--- src/rtl/mttkrp_shard_scheduler.sv ---
// +--------------------------------------------------------------------------+
// | mttkrp_shard_scheduler                                                   |
// | Round-robin shard dispatcher feeding mirrored MTTKRP compute units.      |
// | Revision: 1.0                                                            |
// +--------------------------------------------------------------------------+
`default_nettype none

module mttkrp_shard_scheduler #(
  parameter int TENSOR_WIDTH    = 128,
  parameter int NUM_CU          = 4,
  parameter int SHARD_LEN_WIDTH = 16,
  parameter int MAX_OUTSTANDING = 2
) (
  input  logic                       clk,
  input  logic                       rst,
  input  logic                       shard_desc_valid,
  output logic                       shard_desc_ready,
  input  logic [SHARD_LEN_WIDTH-1:0] shard_desc_len,
  input  logic                       tensor_in_valid,
  output logic                       tensor_in_ready,
  input  logic [TENSOR_WIDTH-1:0]    tensor_in_data,
  input  logic [NUM_CU-1:0]          cu_ready_receive_tensor,
  input  logic [NUM_CU-1:0]          cu_op_done_ack,
  output logic [NUM_CU-1:0]          cu_begining_of_shard,
  output logic [NUM_CU-1:0]          cu_end_of_shard,
  output logic [NUM_CU-1:0]          cu_tensor_element_en,
  output logic [TENSOR_WIDTH-1:0]    cu_tensor_element,
  output logic                       busy,
  output logic                       ack_error
);

  localparam int c_sel_w  = (NUM_CU > 1) ? $clog2(NUM_CU) : 1;
  localparam int c_pend_w = $clog2(MAX_OUTSTANDING + 1);

  localparam logic [1:0] c_st_idle   = 2'd0;
  localparam logic [1:0] c_st_begin  = 2'd1;
  localparam logic [1:0] c_st_stream = 2'd2;
  localparam logic [1:0] c_st_end    = 2'd3;

  logic [1:0]                 state_q, state_d;
  logic [c_sel_w-1:0]         sel_q, sel_d;
  logic [c_sel_w-1:0]         rr_q, rr_d;
  logic [SHARD_LEN_WIDTH-1:0] remaining_q, remaining_d;
  logic [c_pend_w-1:0]        pending_q [NUM_CU];
  logic [c_pend_w-1:0]        pending_d [NUM_CU];
  logic [NUM_CU-1:0]          begin_q, begin_d;
  logic [NUM_CU-1:0]          end_q, end_d;
  logic [NUM_CU-1:0]          en_q, en_d;
  logic [TENSOR_WIDTH-1:0]    elem_q, elem_d;
  logic                       busy_q, busy_d;
  logic                       ack_error_q, ack_error_d;

  logic [NUM_CU-1:0]          eligible;
  logic [NUM_CU-1:0]          sel_onehot;
  logic [NUM_CU-1:0]          inc_vec;
  logic [c_sel_w-1:0]         pick_sel;
  logic                       pick_found;
  logic                       any_pending;

  always_comb begin
    for (int i = 0; i < NUM_CU; i++) begin
      eligible[i]   = cu_ready_receive_tensor[i] &&
                      (pending_q[i] < c_pend_w'(MAX_OUTSTANDING));
      sel_onehot[i] = (sel_q == c_sel_w'(i));
    end
  end

  // Search starts at rr_q and wraps, so the unit after the last served one wins ties.
  always_comb begin
    pick_sel   = '0;
    pick_found = 1'b0;
    for (int k = 0; k < NUM_CU; k++) begin
      if (!pick_found && eligible[(int'(rr_q) + k) % NUM_CU]) begin
        pick_found = 1'b1;
        pick_sel   = c_sel_w'((int'(rr_q) + k) % NUM_CU);
      end
    end
  end

  assign shard_desc_ready = (state_q == c_st_idle) && (|eligible);
  assign tensor_in_ready  = (state_q == c_st_stream) && (|(cu_ready_receive_tensor & sel_onehot));

  always_comb begin
    state_d     = state_q;
    sel_d       = sel_q;
    rr_d        = rr_q;
    remaining_d = remaining_q;
    begin_d     = '0;
    end_d       = '0;
    en_d        = '0;
    elem_d      = elem_q;
    case (state_q)
      c_st_idle: begin
        if (shard_desc_valid && shard_desc_ready) begin
          remaining_d = shard_desc_len;
          sel_d       = pick_sel;
          state_d     = c_st_begin;
        end
      end
      c_st_begin: begin
        begin_d = sel_onehot;
        state_d = (remaining_q != '0) ? c_st_stream : c_st_end;
      end
      c_st_stream: begin
        if (tensor_in_valid && tensor_in_ready) begin
          en_d        = sel_onehot;
          elem_d      = tensor_in_data;
          remaining_d = remaining_q - 1'b1;
          if (remaining_q == SHARD_LEN_WIDTH'(1)) begin
            state_d = c_st_end;
          end
        end
      end
      c_st_end: begin
        end_d   = sel_onehot;
        rr_d    = (sel_q == c_sel_w'(NUM_CU - 1)) ? '0 : sel_q + 1'b1;
        state_d = c_st_idle;
      end
      default: state_d = c_st_idle;
    endcase
  end

  // A dispatch and an ack landing on the same unit in one cycle cancel out.
  always_comb begin
    inc_vec     = (state_q == c_st_begin) ? sel_onehot : '0;
    ack_error_d = ack_error_q;
    any_pending = 1'b0;
    for (int i = 0; i < NUM_CU; i++) begin
      pending_d[i] = pending_q[i];
      if (inc_vec[i] && !cu_op_done_ack[i]) begin
        pending_d[i] = pending_q[i] + 1'b1;
      end else if (!inc_vec[i] && cu_op_done_ack[i]) begin
        if (pending_q[i] == '0) begin
          ack_error_d = 1'b1;
        end else begin
          pending_d[i] = pending_q[i] - 1'b1;
        end
      end
      any_pending = any_pending || (pending_d[i] != '0);
    end
    busy_d = (state_d != c_st_idle) || any_pending;
  end

  always_ff @(posedge clk or posedge rst) begin
    if (rst) begin
      state_q     <= c_st_idle;
      sel_q       <= '0;
      rr_q        <= '0;
      remaining_q <= '0;
      begin_q     <= '0;
      end_q       <= '0;
      en_q        <= '0;
      elem_q      <= '0;
      busy_q      <= 1'b0;
      ack_error_q <= 1'b0;
      for (int i = 0; i < NUM_CU; i++) begin
        pending_q[i] <= '0;
      end
    end else begin
      state_q     <= state_d;
      sel_q       <= sel_d;
      rr_q        <= rr_d;
      remaining_q <= remaining_d;
      begin_q     <= begin_d;
      end_q       <= end_d;
      en_q        <= en_d;
      elem_q      <= elem_d;
      busy_q      <= busy_d;
      ack_error_q <= ack_error_d;
      for (int i = 0; i < NUM_CU; i++) begin
        pending_q[i] <= pending_d[i];
      end
    end
  end

  assign cu_begining_of_shard = begin_q;
  assign cu_end_of_shard      = end_q;
  assign cu_tensor_element_en = en_q;
  assign cu_tensor_element    = elem_q;
  assign busy                 = busy_q;
  assign ack_error            = ack_error_q;

endmodule

`default_nettype wire

--- config.mk ---
export PLATFORM = sky130hd
export DESIGN_NAME = mttkrp_shard_scheduler
export DESIGN_NICKNAME = d
export VERILOG_FILES = /design/src/rtl/mttkrp_shard_scheduler.sv
export SDC_FILE = /design/constraint.sdc
export NUM_CORES = 1
export LEC_CHECK = 0
export CORE_MARGIN = 10
export CORE_UTILIZATION = 48
export CTS_BUF_LIST = sky130_fd_sc_hd__clkbuf_4 sky130_fd_sc_hd__clkbuf_8
export DETAILED_ROUTE_END_ITERATION = 8
export PLACE_DENSITY = 0.88
export SETUP_SLACK_MARGIN = 0.4
export SYNTH_ARGS = -nofsm -noshare
export SYNTH_HDL_FRONTEND = slang
export SYNTH_SLANG_ARGS = --single-unit
export TNS_END_PERCENT = 5
--- constraint.sdc ---
create_clock -name clk -period 9.5 [get_ports clk]
set_input_delay 1.9 -clock clk [delete_from_list [all_inputs] [get_ports clk]]
set_output_delay 1.9 -clock clk [all_outputs]
set_load 0.05 [all_outputs]
==> qor.yml <==
status: "completed"
synth_top_area_cell: "dfrtp_1"
initial_utilization: 0.489
slowest_delay_ps: 820
synth.avg_cell_area_um2: 13.3
worst_slew_pin_slew_ps: 1150
synth_cells: 558
post-route-period-util: 0.612
synth_cell_type_count: 53
placed_cell_area_um2: 10600
finalHoldViolCount: 0
hp-class: "reg -> reg"
synth_edf_count: 0
ys_seq_elements: 172
die_w_um: 144
instances_no_fill: 1061
total_power_mw: 4.26
cp_top_family: "buffers and inverters"
report.final.slew_viol_count: 0
dr.pass1.iters: 4
crit_top_cell: "clkdlybuf4s50_1"
synthArstFlopShare: 1.00
routed_wl_um: 22800
die_area_um2: 20800
clock.fmax_mhz: 172
grt_usage: 0.216
relSlewSlack: 0.235
io_buffer_count: 299
numPlacedInstances: 1026
clk_latency_ps: 440
skew_ps: 14.6
crit_path_start_kind: "input pin"
dp_hpwl_um: 17900
grt_antenna_before_repair: 4
final_net_count: 1036
synth_area_leaders: "dfrtp_1 (58%), mux2_1 (19%), ha_1 (3.9%), a21oi_1 (1.6%), inv_1 (1.3%)"
fin_hold_ws_ps: 490
cpMaxStageDelayCell: "clkdlybuf4s50_1"
critPathArrivalTime_ps: 3910
crit_chain: "clkdlybuf4s50_1, nor2b_1, o41a_1, clkdlybuf4s50_1"
clock-sinks: 172
fin_area_um2: 11000
via_per_inst: 5.28
syn_area_um2: 7400
htree_levels: 4
die_y_um: 144
setup_violations: 0
ys.warnings.count: 0
cts-root-buf: "clkbuf_8"
layout_setup_ws_ps: 3690
post-place-ws_ps: 3720
drc: 0
cts_buffer_depth: 2
grt_pass1_vias: 5944
power_density_nw_per_um2: 388
final_util: 0.725
ys.flop_type: "dfrtp_1"
cp_max_fo: 6
vias: 5602
pin_count: 300
crit_path_end_kind: "primary output"
place_congestion: 0.823
ant_nets: 0
ctsHoldBuffers: 0
maxCapViolations: 0
synth_top_area_frac: 0.582
cts_resized: 0
cts_tree: "built"
worstPathRequired_ps: 7600
path_class: "in -> out"
drt_iter0_drc: 292
fin_tns_setup_ps: 0
synth_nets: 737
post-route-min-period_ps: 5810
cts_buffers: 17
row_count: 45
syn_to_final_growth_pct: 48.3
p_leak_nw: 4.70
wl_per_cell_um: 21.5
fillers: 1016
path_buf_inv: 2
rsz0062_at_grt: "no"
grt_max_degree: 94
grt_overflow: 0
seq_area_frac_synth: 0.582
postCtsSetupBuffers: 0
final_layout_size_suffix_gt1_frac: 0.0540
ir_worst_vdd_uv: 212
coreArea_um2: 15100
clk_pin_slew_worst_paths_ps: 90
grt_pass1_wl_um: 34400
==> worst paths after layout <==
| path | start | endpoint | slack, ps | cells after the start |
|---|---|---|---|---|
| setup / recovery | cu_ready_receive_tensor[3] | shard_desc_ready | 3690 | 4 |
| hold / removal | cu_tensor_element[71] | cu_tensor_element[71] | 490 | 1 |
| setup reg to reg | state_q[0] | remaining_q[14] | 5560 | 9 |
| hold reg to reg | cu_tensor_element[71] | cu_tensor_element[71] | 490 | 1 |
| max in group asynchronous | rst | cu_tensor_element[85] | 5940 | 3 |
| min in group asynchronous | rst | cu_tensor_element[60] | 1990 | 2 |
==> registers in the layout, indices dropped and copies added (netlist names) <==
signal,count
ack_error,1
cu_tensor_element,128
busy,1
sel_q,2
rr_q,2
cu_end_of_shard,4
pending_q,8
state_q,2
cu_tensor_element_en,4
cu_begining_of_shard,4
remaining_q,16
==> routing by layer <==
metal / vias to the layer above / part of all wire / track usage
li1: 2571 / - / -
met1: 2790 / 0.36 / 0.224
met2: 218 / 0.54 / 0.399
met3: 23 / 0.084 / 0.0643
met4: 0 / 0.021 / 0.0851
met5: - / 0 / 0
==> worst register-to-register path: cells and delay by family, from the launching register on <==
family	cells	cell delay, ps
AOI/OAI and AO/OA	4	670
adders and majority gates	1	810
buffers and inverters	3	1650
DFF	1	440
and+or+nand+nor	1	250
==> cells in the final DEF (no fill, tap or decap), drive strengths merged, types with 4 or more instances in the layout <==
master / synthesis / routed
clkdlybuf4s50: 0 / 299
dfrtp: 172 / 172
mux2: 130 / 130
inv: 26 / 33
a21oi: 25 / 25
o21ai: 25 / 25
ha: 23 / 23
nand2: 22 / 22
clkbuf: 12 / 18
nor3: 11 / 11
and2: 10 / 10
nor2: 10 / 10
mux2i: 9 / 9
nand3: 9 / 9
a22oi: 5 / 5
a31oi: 5 / 5
xnor2: 4 / 4
nor2b: 4 / 4
o22ai: 4 / 4
nor4: 4 / 4
==> synthesized netlist by cell type, types with 2 or more instances <==
cell,count
nand2b_1,3
a211oi_1,2
a31oi_1,5
nor2_1,10
ha_1,23
or3_1,2
dfrtp_1,172
a22oi_1,5
inv_1,25
o211ai_1,2
a21o_1,2
mux2_1,128
nand4_1,2
xnor2_1,4
o41a_1,2
and2_1,10
and3_1,3
nor2b_1,4
o21ai_1,18
o41ai_1,2
buf_2,10
a21oi_1,24
mux2_2,2
nand3_1,9
clkbuf_1,12
nand2_1,22
o21ai_0,7
nor4_1,3
mux2i_1,9
o22ai_1,4
nor3_1,10
==> power by group <==
part           internal (mW)  switching [mW]  leakage, nW
Combinational          0.856            1.61         2.42
Sequential              1.07           0.205         2.07
Clock                  0.244           0.279        0.202
Total                   2.17            2.09         4.70
==> final cells by class <==
type / instances / area [um2] / share of cell area
sequential: 172 / 4300 / 0.392
timing repair buffer: 302 / 3020 / 0.275
multi-input combinational: 338 / 2910 / 0.265
clock buffer: 18 / 241 / 0.0220
tap: 188 / 235 / 0.0214
clock inverter: 14 / 160 / 0.0146
inverter: 26 / 103 / 0.00935
antenna: 3 / 7.51 / 0.000684
==> kinds of logic after synthesis <==
group / after synthesis / share of synthesized area
DFF: 172 / 0.582
muxes: 139 / 0.210
and+or+nand+nor: 86 / 0.0631
AOI/OAI and AO/OA: 85 / 0.0746
buffers and inverters: 48 / 0.0260
adders and majority gates: 23 / 0.0389
xor gates and xnor gates: 5 / 0.00592
Note: power is estimated with default switching activity, not from simulation.
==> RTL edit (config.mk and constraints unchanged) <==
Make the reset (`rst`) synchronous in one clocked block.
--- a/src/rtl/mttkrp_shard_scheduler.sv
+++ b/src/rtl/mttkrp_shard_scheduler.sv
@@ -143,3 +143,3 @@
 
-  always_ff @(posedge clk or posedge rst) begin
+  always_ff @(posedge clk) begin
     if (rst) begin
Behaviour: differs if rst is asserted again (counterexample within 4 cycles, from zero or initial values and one cycle with rst high); with rst held inactive, the same outputs for 4 cycles.
==> RTL edit against the original RTL <==
  * Non-clock buffer count up 1
  * Register-to-register slack improved by 0.14 ns
  * Critical path depth is 1 higher
  * Routed wire length up 1.6%
  * Critical endpoint unchanged
  * Worst setup slack better by 0.31 ns
  * Global-route usage up 0.43 points
  * Sequential cell count is the same
  * Sequential share of layout area decreased by 6.1 points
  * Design area shrank 5.2%
  * Core utilization decreased by 0.33 points
  * First-iteration DRC count rose by 44%
  * Area after synthesis is 5.3% lower
Power is not compared: it rests on default switching activity, and its combinational part moved more than twofold at a synthesized area within 25%.
==> RTL edit: results (changes against the original RTL) <==
[outcome]
outcome=complete, no violations

[sta]
finalClockSkew_ns=0.0119  ; -0.00268 ns
tightestPinTransition_ns=1.02  ; -0.124 ns

[global_routing]
grt_antenna_before_repair=1  ; -3
grt_use_total_pct=22.0  ; +0.43 points
grt_max_degree=98  ; +4.3%
grt_pass1_wl_um=35200  ; +2.3%
grt_pass1_vias=6656  ; +12%

[synth]
ys_async_sr_fraction_pct=0  ; -100 points
yosys-top-cells-area=dfxtp_1 49%, nand2_1 15%, a21oi_1 11%, ha_1 4.1%, nor2_1 1.8%
synthFlopType=dfxtp_1
ys_seq_area_share_pct=49.1  ; -9.0 points
synth.distinct_cells=58  ; +9.4%
syn_nets=1057  ; +43%
synthTopCellsByCount=279 x nand2_1, 172 x dfxtp_1, 156 x a21oi_1

[final_layout]
layout-drive-gt1-share_pct=4.58  ; -0.83 points
num-fill-cells=1121  ; +10%
fin_nets=1324  ; +28%

[placement]
place_area_sq_um=10000  ; -5.1%
gp_congestion=0.811  ; -1.5%
hpwl_um=17100  ; -4.8%

[min_path]
hp-class=reg2reg
holdPathStages=2  ; +1

[setup_path]
arrival_ns=3.61  ; -0.30 ns
path_max_fanout=5  ; -1
cp_slowest_cell=clkdlybuf4s50_1

[routing]
vias=6963  ; +24%
drt_iter0_drc=420  ; +44%
drt-total-wl_um=23100  ; +1.6%

[clock_tree]
clk_latency_ns=0.46  ; +0.02 ns
clockBufferDepth=2  ; unchanged
cts_setup_buffers=0  ; unchanged

-- RTL edit: cell types whose count changed in the layout (fill, tap and decap cells not counted), sizes merged, moves of 10 or more --
cell	change
nand2	+259
mux2	-129
dfxtp	+172
a21oi	+131
dfrtp	-172
nor2	+23
nand2b	+10
inv	-11
-- RTL edit: per-layer routing --
layer | global-route usage [%] | part of all wire [%] | up-vias
met2 | 36.6 | 49 | 268
li1 | - | - | 3451
met4 | 10.8 | 3.8 | 0
met3 | 8.90 | 9.4 | 50
met1 | 23.9 | 38 | 3194
met5 | 0 | 0 | -
-- RTL edit: per-stage QoR --
stage / power [uW] / cells / util, % / setup WS, ns
after floorplan: 1070 / 878 / - / 4.79
after global placement: 1210 / 1310 / 69.5 / 4.03
after detailed placement: 1220 / 1310 / 69.5 / 4.01
after CTS: 1710 / 1342 / 72.1 / 4.00
after global routing: 1780 / 1343 / 72.2 / 3.94
final: 1700 / 1343 / 72.2 / 3.99
-- RTL edit: report_power, final --
part / total [uW] / switching, uW / internal, uW
registers: 786 / 28.9 / 757
clock network: 491 / 269 / 222
logic: 421 / 249 / 173
total: 1700 / 547 / 1150
-- RTL edit: final cells by class --
type / instances / area (sq um) / area share [%]
sequential: 172 / 3440 / 33.1
multi-input combinational: 632 / 3260 / 31.3
timing repair buffer: 303 / 3020 / 29.0
clock buffer: 19 / 262 / 2.51
tap: 184 / 230 / 2.21
clock inverter: 13 / 116 / 1.12
inverter: 19 / 71.3 / 0.685
antenna: 1 / 2.50 / 0.0240
-- RTL edit: critical path: cells and delay by family --
family | cells | cell delay, ns
buffers and inverters | 2 | 1.31
and+or+nand+nor | 2 | 0.26
AOI/OAI and AO/OA | 1 | 0.13
-- RTL edit: logic make-up after synthesis --
kind of cell,after synthesis,synth area share [%]
buffers and inverters,74,4.52
adders and majority gates,23,4.11
xor gates and xnor gates,5,0.625
AOI/OAI and AO/OA,216,17.5
DFF,172,49.1
muxes,6,0.875
and+or+nand+nor,382,23.2
-- RTL edit: path summary, 6_finish.rpt --
check | start | slack [ns] | to
worst max register to register | state_q[0] | 5.70 | remaining_q[4]
worst min register to register | cu_tensor_element[94] | 0.46 | cu_tensor_element[94]
worst min-delay path | cu_tensor_element[94] | 0.46 | cu_tensor_element[94]
worst max-delay path | cu_ready_receive_tensor[1] | 3.99 | shard_desc_ready
